**config.mk**
```make
export PLATFORM = sky130hd
export DESIGN_NAME = s_block_writer
export DESIGN_NICKNAME = d
export VERILOG_FILES = /design/src/rtl/s_block_writer.sv
export SDC_FILE = /design/constraint.sdc
export NUM_CORES = 1
export LEC_CHECK = 0
export BUFFER_PORTS_ARGS = -buffer_cell sky130_fd_sc_hd__buf_2
export CORE_ASPECT_RATIO = 1.2
export CORE_MARGIN = 2
export CORE_UTILIZATION = 35
export DETAILED_ROUTE_END_ITERATION = 8
export GPL_ROUTABILITY_DRIVEN = 0
export GPL_TIMING_DRIVEN = 1
export PLACE_DENSITY = 0.64
export SLEW_MARGIN = 40
export SYNTH_ARGS = -nofsm -noshare
export SYNTH_HDL_FRONTEND = slang
export SYNTH_SLANG_ARGS = --single-unit
export TNS_END_PERCENT = 50
```
**constraint.sdc**
```tcl
create_clock -name CLOCK_50_I -period 4.6 [get_ports CLOCK_50_I]
set_input_delay 0.69 -clock CLOCK_50_I [delete_from_list [all_inputs] [get_ports CLOCK_50_I]]
set_output_delay 0.69 -clock CLOCK_50_I [all_outputs]
set_load 0.05 [all_outputs]
```
**src/rtl/s_block_writer.sv**
```systemverilog
// s_block_writer: reads one 8x8 block of S values, clips each to 8 bits,
// packs two pixels per word and writes 32 words into the Y/U/V SRAM region.
// Build option: define SBW_SHIFT_EN to take raw 32-bit MAC output and
// arithmetic-shift it right by 16 before clipping. Timing is unchanged.
module s_block_writer #(
  parameter logic [17:0] Y_BASE       = 18'd0,
  parameter logic [17:0] U_BASE       = 18'd38400,
  parameter logic [17:0] V_BASE       = 18'd57600,
  parameter logic [17:0] Y_ROW_WORDS  = 18'd160,
  parameter logic [17:0] UV_ROW_WORDS = 18'd80
) (
  input  logic        CLOCK_50_I,
  input  logic        Reset,
  input  logic        start,
  input  logic [1:0]  plane,
  input  logic [4:0]  block_row,
  input  logic [5:0]  block_col,
  output logic [6:0]  s_read_address,
  input  logic [31:0] s_read_data,
  output logic [17:0] SRAM_address,
  output logic [15:0] SRAM_write_data,
  output logic        SRAM_we_n,
  output logic        busy,
  output logic        done
);

  typedef enum logic [1:0] {
    S_IDLE  = 2'd0,
    S_READ  = 2'd1,
    S_DRAIN = 2'd2,
    S_DONE  = 2'd3
  } state_t;

  localparam logic [1:0] PLANE_Y   = 2'd0;
  localparam logic [1:0] PLANE_U   = 2'd1;
  localparam logic [1:0] PLANE_BAD = 2'd3;
  localparam logic [6:0] LAST_ADDR = 7'd63;

  state_t      state_q, state_d;
  logic [6:0]  rd_addr_q, rd_addr_d;
  logic        rd_vld_q, rd_vld_d;
  logic        dat_vld_q, dat_vld_d;
  logic [5:0]  dat_idx_q, dat_idx_d;
  logic [1:0]  plane_q, plane_d;
  logic [4:0]  row_q, row_d;
  logic [5:0]  col_q, col_d;
  logic [7:0]  px_q, px_d;
  logic [17:0] sram_addr_q, sram_addr_d;
  logic [15:0] wdata_q, wdata_d;
  logic        we_n_q, we_n_d;
  logic        busy_q, busy_d;
  logic        done_q, done_d;

  logic signed [31:0] v_c;
  logic [7:0]         pix_c;
  logic [17:0]        base_c;
  logic [17:0]        row_words_c;
  logic [7:0]         pix_row_c;
  logic [17:0]        addr_c;

  // Scale (optional) and clip the S value currently on the RAM output
  always_comb begin
    v_c   = $signed(s_read_data);
`ifdef SBW_SHIFT_EN
    v_c   = $signed(s_read_data) >>> 16;
`else
    v_c   = $signed(s_read_data);
`endif
    pix_c = v_c[7:0];
    if (v_c < 32'sd0) begin
      pix_c = 8'd0;
    end else if (v_c > 32'sd255) begin
      pix_c = 8'd255;
    end
  end

  // SRAM word address of the word completed by the current odd pixel
  always_comb begin
    case (plane_q)
      PLANE_Y: begin
        base_c      = Y_BASE;
        row_words_c = Y_ROW_WORDS;
      end
      PLANE_U: begin
        base_c      = U_BASE;
        row_words_c = UV_ROW_WORDS;
      end
      default: begin
        base_c      = V_BASE;
        row_words_c = UV_ROW_WORDS;
      end
    endcase
    pix_row_c = {row_q, dat_idx_q[5:3]};
    addr_c    = base_c + (18'(pix_row_c) * row_words_c)
              + 18'({col_q, 2'b00}) + 18'(dat_idx_q[2:1]);
  end

  // Next-state and registered-output logic
  always_comb begin
    state_d     = state_q;
    rd_addr_d   = rd_addr_q;
    plane_d     = plane_q;
    row_d       = row_q;
    col_d       = col_q;
    px_d        = px_q;
    sram_addr_d = sram_addr_q;
    wdata_d     = wdata_q;
    we_n_d      = 1'b1;
    dat_vld_d   = rd_vld_q;
    dat_idx_d   = rd_addr_q[5:0];

    case (state_q)
      S_IDLE: begin
        if (start && (plane != PLANE_BAD)) begin
          state_d   = S_READ;
          rd_addr_d = 7'd0;
          plane_d   = plane;
          row_d     = block_row;
          col_d     = block_col;
        end
      end
      S_READ: begin
        if (rd_addr_q == LAST_ADDR) begin
          state_d = S_DRAIN;
        end else begin
          rd_addr_d = rd_addr_q + 7'd1;
        end
      end
      S_DRAIN: begin
        // The last word is on the bus this cycle when the strobe is low
        if (!we_n_q) begin
          state_d = S_DONE;
        end
      end
      S_DONE: begin
        state_d = S_IDLE;
      end
      default: begin
        state_d = S_IDLE;
      end
    endcase

    // Even pixels wait in px_q; odd pixels complete a word
    if (dat_vld_q) begin
      if (!dat_idx_q[0]) begin
        px_d = pix_c;
      end else begin
        we_n_d      = 1'b0;
        wdata_d     = {px_q, pix_c};
        sram_addr_d = addr_c;
      end
    end

    rd_vld_d = (state_d == S_READ);
    busy_d   = (state_d == S_READ) || (state_d == S_DRAIN);
    done_d   = (state_d == S_DONE);
  end

  // State and output registers with synchronous reset
  always_ff @(posedge CLOCK_50_I) begin
    if (Reset) begin
      state_q     <= S_IDLE;
      rd_addr_q   <= 7'd0;
      rd_vld_q    <= 1'b0;
      dat_vld_q   <= 1'b0;
      dat_idx_q   <= 6'd0;
      plane_q     <= 2'd0;
      row_q       <= 5'd0;
      col_q       <= 6'd0;
      px_q        <= 8'd0;
      sram_addr_q <= 18'd0;
      wdata_q     <= 16'd0;
      we_n_q      <= 1'b1;
      busy_q      <= 1'b0;
      done_q      <= 1'b0;
    end else begin
      state_q     <= state_d;
      rd_addr_q   <= rd_addr_d;
      rd_vld_q    <= rd_vld_d;
      dat_vld_q   <= dat_vld_d;
      dat_idx_q   <= dat_idx_d;
      plane_q     <= plane_d;
      row_q       <= row_d;
      col_q       <= col_d;
      px_q        <= px_d;
      sram_addr_q <= sram_addr_d;
      wdata_q     <= wdata_d;
      we_n_q      <= we_n_d;
      busy_q      <= busy_d;
      done_q      <= done_d;
    end
  end

  assign s_read_address  = rd_addr_q;
  assign SRAM_address    = sram_addr_q;
  assign SRAM_write_data = wdata_q;
  assign SRAM_we_n       = we_n_q;
  assign busy            = busy_q;
  assign done            = done_q;

endmodule
```
Word-level counts from Yosys, hierarchy flattened
Index checks and enable logic that the tools add are counted.
{"block": "op_classes", "n_eq_ne": 11, "magnitude_cmp": 2, "add_sub_neg": 4, "n_bitwise": 2, "multipliers": 1, "reduce_logical": 10, "mux": 12}
{"op": "greater-than comparator 32 x 9 -> 1 bit (second input constant)", "count": 1}
{"op": "less-than comparator 32 x 1 -> 1 bit (second input constant)", "count": 1}
{"op": "one-hot mux 16 bit (2 select lines)", "count": 1}
{"op": "two-way mux 8 bit", "count": 3}
{"op": "adder 18 bit", "count": 1}
{"op": "adder 18 x 2 -> 18 bit", "count": 1}
{"op": "adder 18 x 8 -> 18 bit", "count": 1}
{"op": "multiplier 8 x 18 -> 18 bit", "count": 1}
{"op": "two-way mux 7 bit", "count": 2}
{"op": "one-hot mux 7 bit (2 select lines)", "count": 1}
{"op": "equality test 2 bit (second input constant)", "count": 4}
{"op": "one-hot mux 2 bit (4 select lines)", "count": 1}
{"op": "adder 7 x 1 -> 7 bit (second input constant)", "count": 1}
{"op": "equality test 7 x 6 -> 1 bit (second input constant)", "count": 1}
{"op": "equality test 2 x 1 -> 1 bit (second input constant)", "count": 3}
{"op": "two-way mux 2 bit", "count": 3}
{"op": "!= test 2 bit (second input constant)", "count": 3}
{"op": "AND reduction 2 bit", "count": 3}
{"op": "logical NOT 2 bit", "count": 2}
{"op": "AND reduction 3 bit", "count": 1}
{"op": "NOT 1 bit", "count": 2}
{"op": "nonzero test 2 bit", "count": 1}
{"op": "OR reduction 2 bit", "count": 1}
{"op": "logical AND 1 bit", "count": 1}
{"op": "2 further kinds", "count": 2}
{"block": "word_totals", "ff_bits": 75, "inputBits": 48, "word_cells": 56, "output_inout_bits": 44}

Logic depth before layout (Yosys ltp)
Gate-level depths: netlist (run 1).
{"block": "depth", "ltp_word": 6, "mapped_depth": 17}

Worst setup path after synthesis (run 1)
No wires, ideal clock.
{"block": "synth_timing", "path_kind": "register -> register", "from": "reg plane_q[0]", "to": "reg sram_addr_q[15], in the netlist SRAM_address[15]", "synth_period_minus_slack_ns": 4.222, "setup_ns": 0.122, "stages_incl_launch_ff": 15, "slack_ns": 0.378, "required_ns": 4.478, "arrival_ns": 4.100, "path_buffers": 1, "cell_sequence": "dfxtp_1 > nor2_1 > clkbuf_1 > mux2_1 > ha_1 > inv_1 > fa_1 > fa_1 > fa_1 > inv_1 > ha_1 > o21ai_1 > o211ai_1 > and3_1 > a311o_1"}
{"block": "synth_between", "elab_chain_len": 6, "elab_cells_between_ends": 8, "cone_classes": "add/sub: 3; mul: 1; eq/ne: 1; mux: 2; reduce/logical: 1"}
{"element": "start: declaration", "line_no": "44", "source": "logic [1:0] plane_q, plane_d;"}
{"element": "start signal: assignment", "line_no": "182", "source": "plane_q <= plane_d;"}
{"element": "logical NOT 2 bit", "line_no": "79", "source": "case (plane_q)"}
{"element": "two-way mux 8 bit", "line_no": "79"}
{"element": "multiplier 8 x 18 -> 18 bit", "line_no": "94", "source": "addr_c = base_c + (18'(pix_row_c) * row_words_c)"}
{"element": "adder 18 bit *", "line_no": "94"}
{"element": "adder 18 x 8 -> 18 bit *", "line_no": "95", "source": "+ 18'({col_q, 2'b00}) + 18'(dat_idx_q[2:1]);"}
{"element": "adder 18 x 2 -> 18 bit *", "line_no": "95"}
{"element": "end signal: assignment", "line_no": "186", "source": "sram_addr_q <= sram_addr_d;"}
{"element": "end: declaration", "line_no": "48", "source": "logic [17:0] sram_addr_q, sram_addr_d;"}
Every way passes the cells marked *; elsewhere a longest branch is shown, timed or not.
A chain may end at the register's enable or synchronous reset.

Final worst setup path (run 1)
{"block": "layout_timing", "from": "reg plane_q[1]", "to": "reg sram_addr_q[15], in the netlist SRAM_address[15]"}
Same word-level chain as after synthesis.

==> metrics.yaml, run 1 <==
logic_synthesis:
  synth_top_area_share_pct: 36.7
  synth_warnings: 0
  synth_area_leaders: "dfxtp_1 37%, ha_1 12%, nand2_1 8.5%, fa_1 7.3%, a21oi_1 5.1%"
  synthDistinctLibCells: 51
  synth_top_cell_by_area: "dfxtp_1"
  synth_edf_count: 0
  syn_area_um2: 4090
  synth_top_flop_cell: "dfxtp_1"
  syn_inst: 483
  synth_seq_area_share_pct: 36.7
  synth.avg_cell_area_um2: 8.47
  synth.ff_latch_count: 75
  async_reset_ff_share_pct: 0
clocking:
  cts_resized: 0
  numClockSinks: 75
  root_buffer: "clkbuf_16"
  post_cts_buffers: 0
  cts_hold_buf: 0
  clk_latency_ps: 330
  cts_buffers: 9
  cts.reportedPaths.clkPinSlew_ps: 60
  cts.path.max_buffers: 2
  cts_tree: "built"
  cts_htree_levels: 3
worst_setup_path:
  critical_path_required_ps: 4830
  regToRegSetupSlack_ps: 450
  rr_startpoint: "plane_q[1]"
  worstReg2RegEnd: "SRAM_address[15]"
  crit_end: "SRAM_address[15]"
  crit_arrival_ps: 4370
  crit_chain: "nor2_1 > mux2_1 > ha_1 > inv_1 > fa_1 > fa_1 > fa_1 > inv_1 > ha_1 > o21ai_1 > o211ai_1 > and3_1 > a311o_1"
  cp_max_fo: 7
  critPathCaptureType: "register"
  startpoint: "plane_q[1]"
  max_stage_delay_ps: 540
  cp_common_cell: "fa_1"
  r2r_cells: 13
  slowest_stage: "fa_1"
  cp-start-kind: "register"
  worstSetupPathType: "register to register"
sta:
  setup_tns_ps: 0
  slew_violations: 0
  fin_crit_sh_pct: 90.1
  tightest_slew_ps: 691
  max_slew_margin_pct: 53.9
  fin_crit_ps: 4150
  holdWs_ps: 441
  fin_skew_ps: 6.69
  finalSetupViolCount: 0
  clock.fmax_ghz: 0.241
  rsz0062_at_grt: "false"
  hold_viol_final: 0
routing:
  drcViolationCount: 0
  routed-via-count: 3599
  viasPerCell: 4.95
  ant_nets: 0
  drt-wirelength-per-cell_um: 13.4
  dr.pass1.iters: 4
  wl_um: 9750
  first_iter_violations: 119
final_layout:
  fillers: 1148
  syn2layout_area_growth_pct: 22.6
  regArea_um2: 1500
  fin_nets: 668
  final_util_pct: 43.8
  multi_input_area_um2: 2350
  diodes: 0
  drive_gt1_share_pct: 20.9
  fin_area_um2: 5010
global_route:
  antenna_found_initial: 0
  track_usage_pct: 16.6
  grt.overflow.total: 0
  grt_first_pass_wirelength_um: 16500
  first_global_vias: 3670
  grt_max_degree: 56
floorplan:
  dieHeight_um: 122
  fp.dieArea_um2: 12600
  io_pins: 92
  rows: 43
  core_area_um2: 11500
  die_w_um: 103
  start_util_pct: 35.7
outcome:
  status: "complete, no violations"
power:
  peakVddDrop_v: 0.000152
  leakage_uw: 0.00235
  power.total_uw: 1700
  power_density_nw_per_um2: 338
place:
  io_buffers: 91
  place_area_um2: 4680
  dp_hpwl_um: 7500
flow_run:
  cap_violations: 0
worst_hold_path:
  hold_path_class: "register to register"
-- how the worst min path moves through the flow --
stage / slack [ps] / cells past startpoint / from / endpoint
floorplan: 410 / 1 / dat_vld_d / dat_vld_q
global placement: 430 / 2 / dat_idx_q[2] / SRAM_address[1]
detailed placement: 430 / 1 / dat_vld_d / dat_vld_q
CTS: 450 / 2 / dat_idx_q[1] / SRAM_address[0]
global route: 460 / 2 / dat_idx_q[2] / SRAM_address[1]
finish: 440 / 2 / dat_idx_q[1] / SRAM_address[0]
-- metal layers --
layer	vias up	GRT usage (%)	share of wire, %
met5	-	0	0
met4	0	7.00	2.3
met3	13	2.96	3.4
met2	68	30.2	53
met1	1722	18.8	41
li1	1796	-	-
-- flip-flops by register name, indices dropped and copies added, names as in the netlist --
name,cells
px_q,8
SRAM_address,18
plane_q,2
done,1
state_q,2
col_q,6
s_read_address,7
dat_vld_d,1
dat_vld_q,1
busy,1
SRAM_write_data,16
row_q,5
dat_idx_q,6
SRAM_we_n,1
-- cell usage after synthesis (2+ instances only) --
cell type	number
o21ai_1	21
nor2b_1	15
or3_1	5
a21oi_1	42
buf_1	4
and2_1	4
a21o_1	3
o21ai_0	7
or4b_1	2
nand2b_1	3
fa_1	15
xor2_1	2
nor4_1	7
a211oi_1	3
ha_1	40
dfxtp_1	75
nor2_1	13
o211a_1	2
clkbuf_1	21
nand2_1	93
nor3_1	13
a211o_1	3
nand3b_1	2
inv_1	39
conb_1	2
o211ai_1	4
a31oi_1	2
mux2_1	2
nand3_1	13
nand4_1	3
and3_1	3
-- cell type report --
class	count	share of cell area [%]
clock buffer	11	5.04
clock inverter	5	1.67
inverter	40	2.99
multi-input combinational	345	46.9
sequential	75	29.9
tap	157	3.92
timing repair buffer	94	9.53
-- power breakdown --
| group | internal (µW) | switching [µW] | leakage, µW | total [µW] |
|---|---|---|---|---|
| logic | 89.8 | 149 | 0.00158 | 239 |
| registers | 665 | 10.4 | 0.000607 | 675 |
| clock network | 506 | 276 | 0.000158 | 783 |
-- cell families after synthesis --
logic type / Yosys count / share of synthesized area, %
AND/OR/NAND/NOR: 182 / 21.4
AO/OA/AOI/OAI: 98 / 14.8
flip-flops: 75 / 36.7
buffers and inverters: 66 / 6.09
adder cells (fa/ha/maj): 55 / 19.6
XOR/XNOR: 3 / 0.643
other: 2 / 0.184
multiplexers: 2 / 0.551
-- critical path, delay by kind of cell, from the launching register on --
family                     cells  cell delay, ps
muxes                          1             370
adders and majority gates      5            2230
and+or+nand+nor                2             340
buffers and inverters          2             110
AOI/OAI and AO/OA              3             630
DFF                            1             350
-- cell usage in the layout (no fill, tap or decap), types with 3 or more instances in the layout --
cell type and count:
nor2b_1 15, conb_1 5, fa_1 15, ha_1 40, nand2_1 93, and2_1 3
buf_2 91, nor2_1 13, nor3_1 13, a21oi_1 42, inv_1 39, nand4_1 3
nand3_1 13, dfxtp_1 75, nand2b_1 3, a211o_1 3, a211oi_1 3, and3_1 3
o21ai_1 21, o211ai_1 4, buf_4 3, nor4_1 7, o21ai_0 7, a21o_1 3
clkbuf_16 9, or3_1 5
-- metrics by stage --
step / setup slack, ps / cells
2_1_floorplan: 378 / 486
3_3_place_gp: 569 / 711
3_5_place_dp: 475 / 711
4_1_cts: 467 / 727
5_1_grt: 231 / 727
6_report: 454 / 727
(Power assumes the default switching activity.)
==> inputs of run 2 (changes only) <==
--- a/config.mk
+++ b/config.mk
@@ -7,8 +7,8 @@
 export LEC_CHECK = 0
 export BUFFER_PORTS_ARGS = -buffer_cell sky130_fd_sc_hd__buf_2
 export CORE_ASPECT_RATIO = 1.2
-export CORE_MARGIN = 2
 export CORE_UTILIZATION = 35
+export CTS_BUF_LIST = sky130_fd_sc_hd__clkbuf_8 sky130_fd_sc_hd__clkbuf_16
 export DETAILED_ROUTE_END_ITERATION = 8
 export GPL_ROUTABILITY_DRIVEN = 0
 export GPL_TIMING_DRIVEN = 1
==> metrics.yaml, run 2 (synthesis results as in run 1) <==
outcome:
  status: "complete, no violations"
sta:
  holdWs_ps: 441  # +0.485 ps
  hold_viol_final: 0  # unchanged
  rsz0062_at_grt: "false"
  finalSetupViolCount: 0  # unchanged
  clock.fmax_ghz: 0.246  # +2.0%
  fin_crit_ps: 4070  # -79.7 ps
  slew_violations: 0  # unchanged
  tightest_slew_ps: 699  # +8.71 ps
  setup_tns_ps: 0  # unchanged
  max_slew_margin_pct: 53.3  # -0.58 points
  fin_crit_sh_pct: 88.4  # -1.7 points
  fin_skew_ps: 12.2  # +5.47 ps
floorplan:
  fp.dieArea_um2: 12100  # -3.5%
  start_util_pct: 36.5  # +0.85 points
  die_w_um: 101  # -1.9%
  core_area_um2: 11200  # -2.3%
  dieHeight_um: 120  # -1.6%
  io_pins: 92  # unchanged
  rows: 42  # -2.3%
worst_setup_path:
  cp_common_cell: "fa_1"
  cp_max_fo: 7  # unchanged
  slowest_stage: "fa_1"
  cp-start-kind: "register"
  crit_arrival_ps: 4290  # -80 ps
  critPathCaptureType: "register"
  worstSetupPathType: "register to register"
  rr_startpoint: "plane_q[1]"
  max_stage_delay_ps: 540  # about the same
  crit_family: "adder cells"
  regToRegSetupSlack_ps: 530  # +80 ps
  worstReg2RegEnd: "SRAM_address[15]"
  crit_chain: "nor2_1 > mux2_1 > ha_1 > inv_1 > fa_1 > fa_1 > fa_1 > inv_1 > ha_1 > o21ai_1 > o211ai_1 > and3_1 > a311o_1"
  r2r_cells: 13  # unchanged
  path_buf_inv: 2  # unchanged
  critical_path_required_ps: 4820  # about the same
worst_hold_path:
  min_to: "dat_vld_q"
  hold_depth: 1  # -1
  hold_path_class: "register to register"
  min_from: "dat_vld_d"
final_layout:
  final_util_pct: 44.8  # +1.0 points
  largest_register_ffs: 18  # unchanged
  final_cell_mix: "93 x nand2_1, 91 x buf_2, 75 x dfxtp_1"
  diodes: 0  # unchanged
  fillers: 1081  # -5.8%
  drive_gt1_share_pct: 20.7  # -0.14 points
  mostFrequentLayoutCell: "nand2_1"
  syn2layout_area_growth_pct: 22.5  # about the same
  fin_nets: 668  # unchanged
clocking:
  cts_resized: 0  # unchanged
  post_cts_buffers: 0  # unchanged
  root_buffer: "clkbuf_16"
  cts_tree: "built"
  cts.reportedPaths.clkPinSlew_ps: 60  # about the same
  cts.path.max_buffers: 2  # unchanged
  cts_htree_levels: 3  # unchanged
  cts_buffers: 9  # unchanged
  cts_hold_buf: 0  # unchanged
  clk_latency_ps: 330  # about the same
  numClockSinks: 75  # unchanged
routing:
  drt-wirelength-per-cell_um: 12.9  # -4.2%
  first_iter_violations: 192  # +61%
  drcViolationCount: 0  # unchanged
  wl_um: 9290  # -4.7%
  viasPerCell: 4.86  # -1.9%
  ant_nets: 0  # unchanged
  dr.pass1.iters: 4  # unchanged
  routed-via-count: 3512  # -2.4%
power:
  peakVddDrop_v: 0.000177  # +16%
  leakage_uw: 0.00235  # +0.32%
  power_density_nw_per_um2: 340  # +0.40%
place:
  io_buffers: 91  # unchanged
  dp_hpwl_um: 7270  # -3.1%
global_route:
  grt_first_pass_wirelength_um: 15900  # -4.0%
  track_usage_pct: 16.7  # +0.057 points
  antenna_found_initial: 0  # unchanged
  grt.overflow.total: 0  # unchanged
  grt_max_degree: 56  # unchanged
  first_global_vias: 3459  # -5.7%
flow_run:
  cap_violations: 0  # unchanged
[run 2: cell types whose count changed in the layout (fill, tap and decap cells not counted)]
cell and delta:
clkinv_2 +1, clkbuf_8 -2, clkinv_4 +1, clkinvlp_4 -2, bufinv_16 +1
[run 2: where the power goes]
part / switching [µW] / internal (µW) / leakage [µW]
Combinational: 146 / 89.9 / 0.00158
Clock: 263 / 528 / 0.000166
Sequential: 9.78 / 665 / 0.000607
Total: 420 / 1280 / 0.00235
[run 2: layer usage]
layer  GRT usage [%]  vias up  wire length [µm]
li1                -     1796                 -
met2            29.6       56              4970
met3            3.76        5               292
met4            5.71        0                70
met1            19.5     1655              3960
met5               0        -                 0
[run 2: cell type report]
| type | instances | area [µm²] | area share (%) |
|---|---|---|---|
| Clock buffer | 9 | 225 | 4.49 |
| Tap cell | 154 | 193 | 3.84 |
| Inverter | 40 | 150 | 3.00 |
| Timing Repair Buffer | 94 | 478 | 9.54 |
| Multi-Input combinational cell | 345 | 2350 | 46.9 |
| Sequential cell | 75 | 1500 | 30.0 |
| Clock inverter | 6 | 113 | 2.25 |
[run 2: worst max-delay path by stage]
stage / start / to / slack, ps / cells after the start
detailed placement: plane_q[1] / SRAM_address[15] / 490 / 13
global route: plane_q[1] / SRAM_address[15] / 250 / 13
finish: plane_q[1] / SRAM_address[15] / 530 / 13
floorplan: plane_q[0] / SRAM_address[15] / 380 / 14
CTS: plane_q[1] / SRAM_address[15] / 500 / 13
global placement: plane_q[1] / SRAM_address[15] / 560 / 13
[run 2: through the flow]
stage | area, µm² | setup slack (ps) | std cells | power (µW)
3_5_place_dp | 4670 | 489 | 708 | 927
6_report | 5010 | 533 | 723 | 1700
5_1_grt | 5010 | 251 | 723 | 1790
3_3_place_gp | 4670 | 562 | 708 | 921
2_1_floorplan | 4100 | 378 | 486 | 858
4_1_cts | 5010 | 501 | 723 | 1720
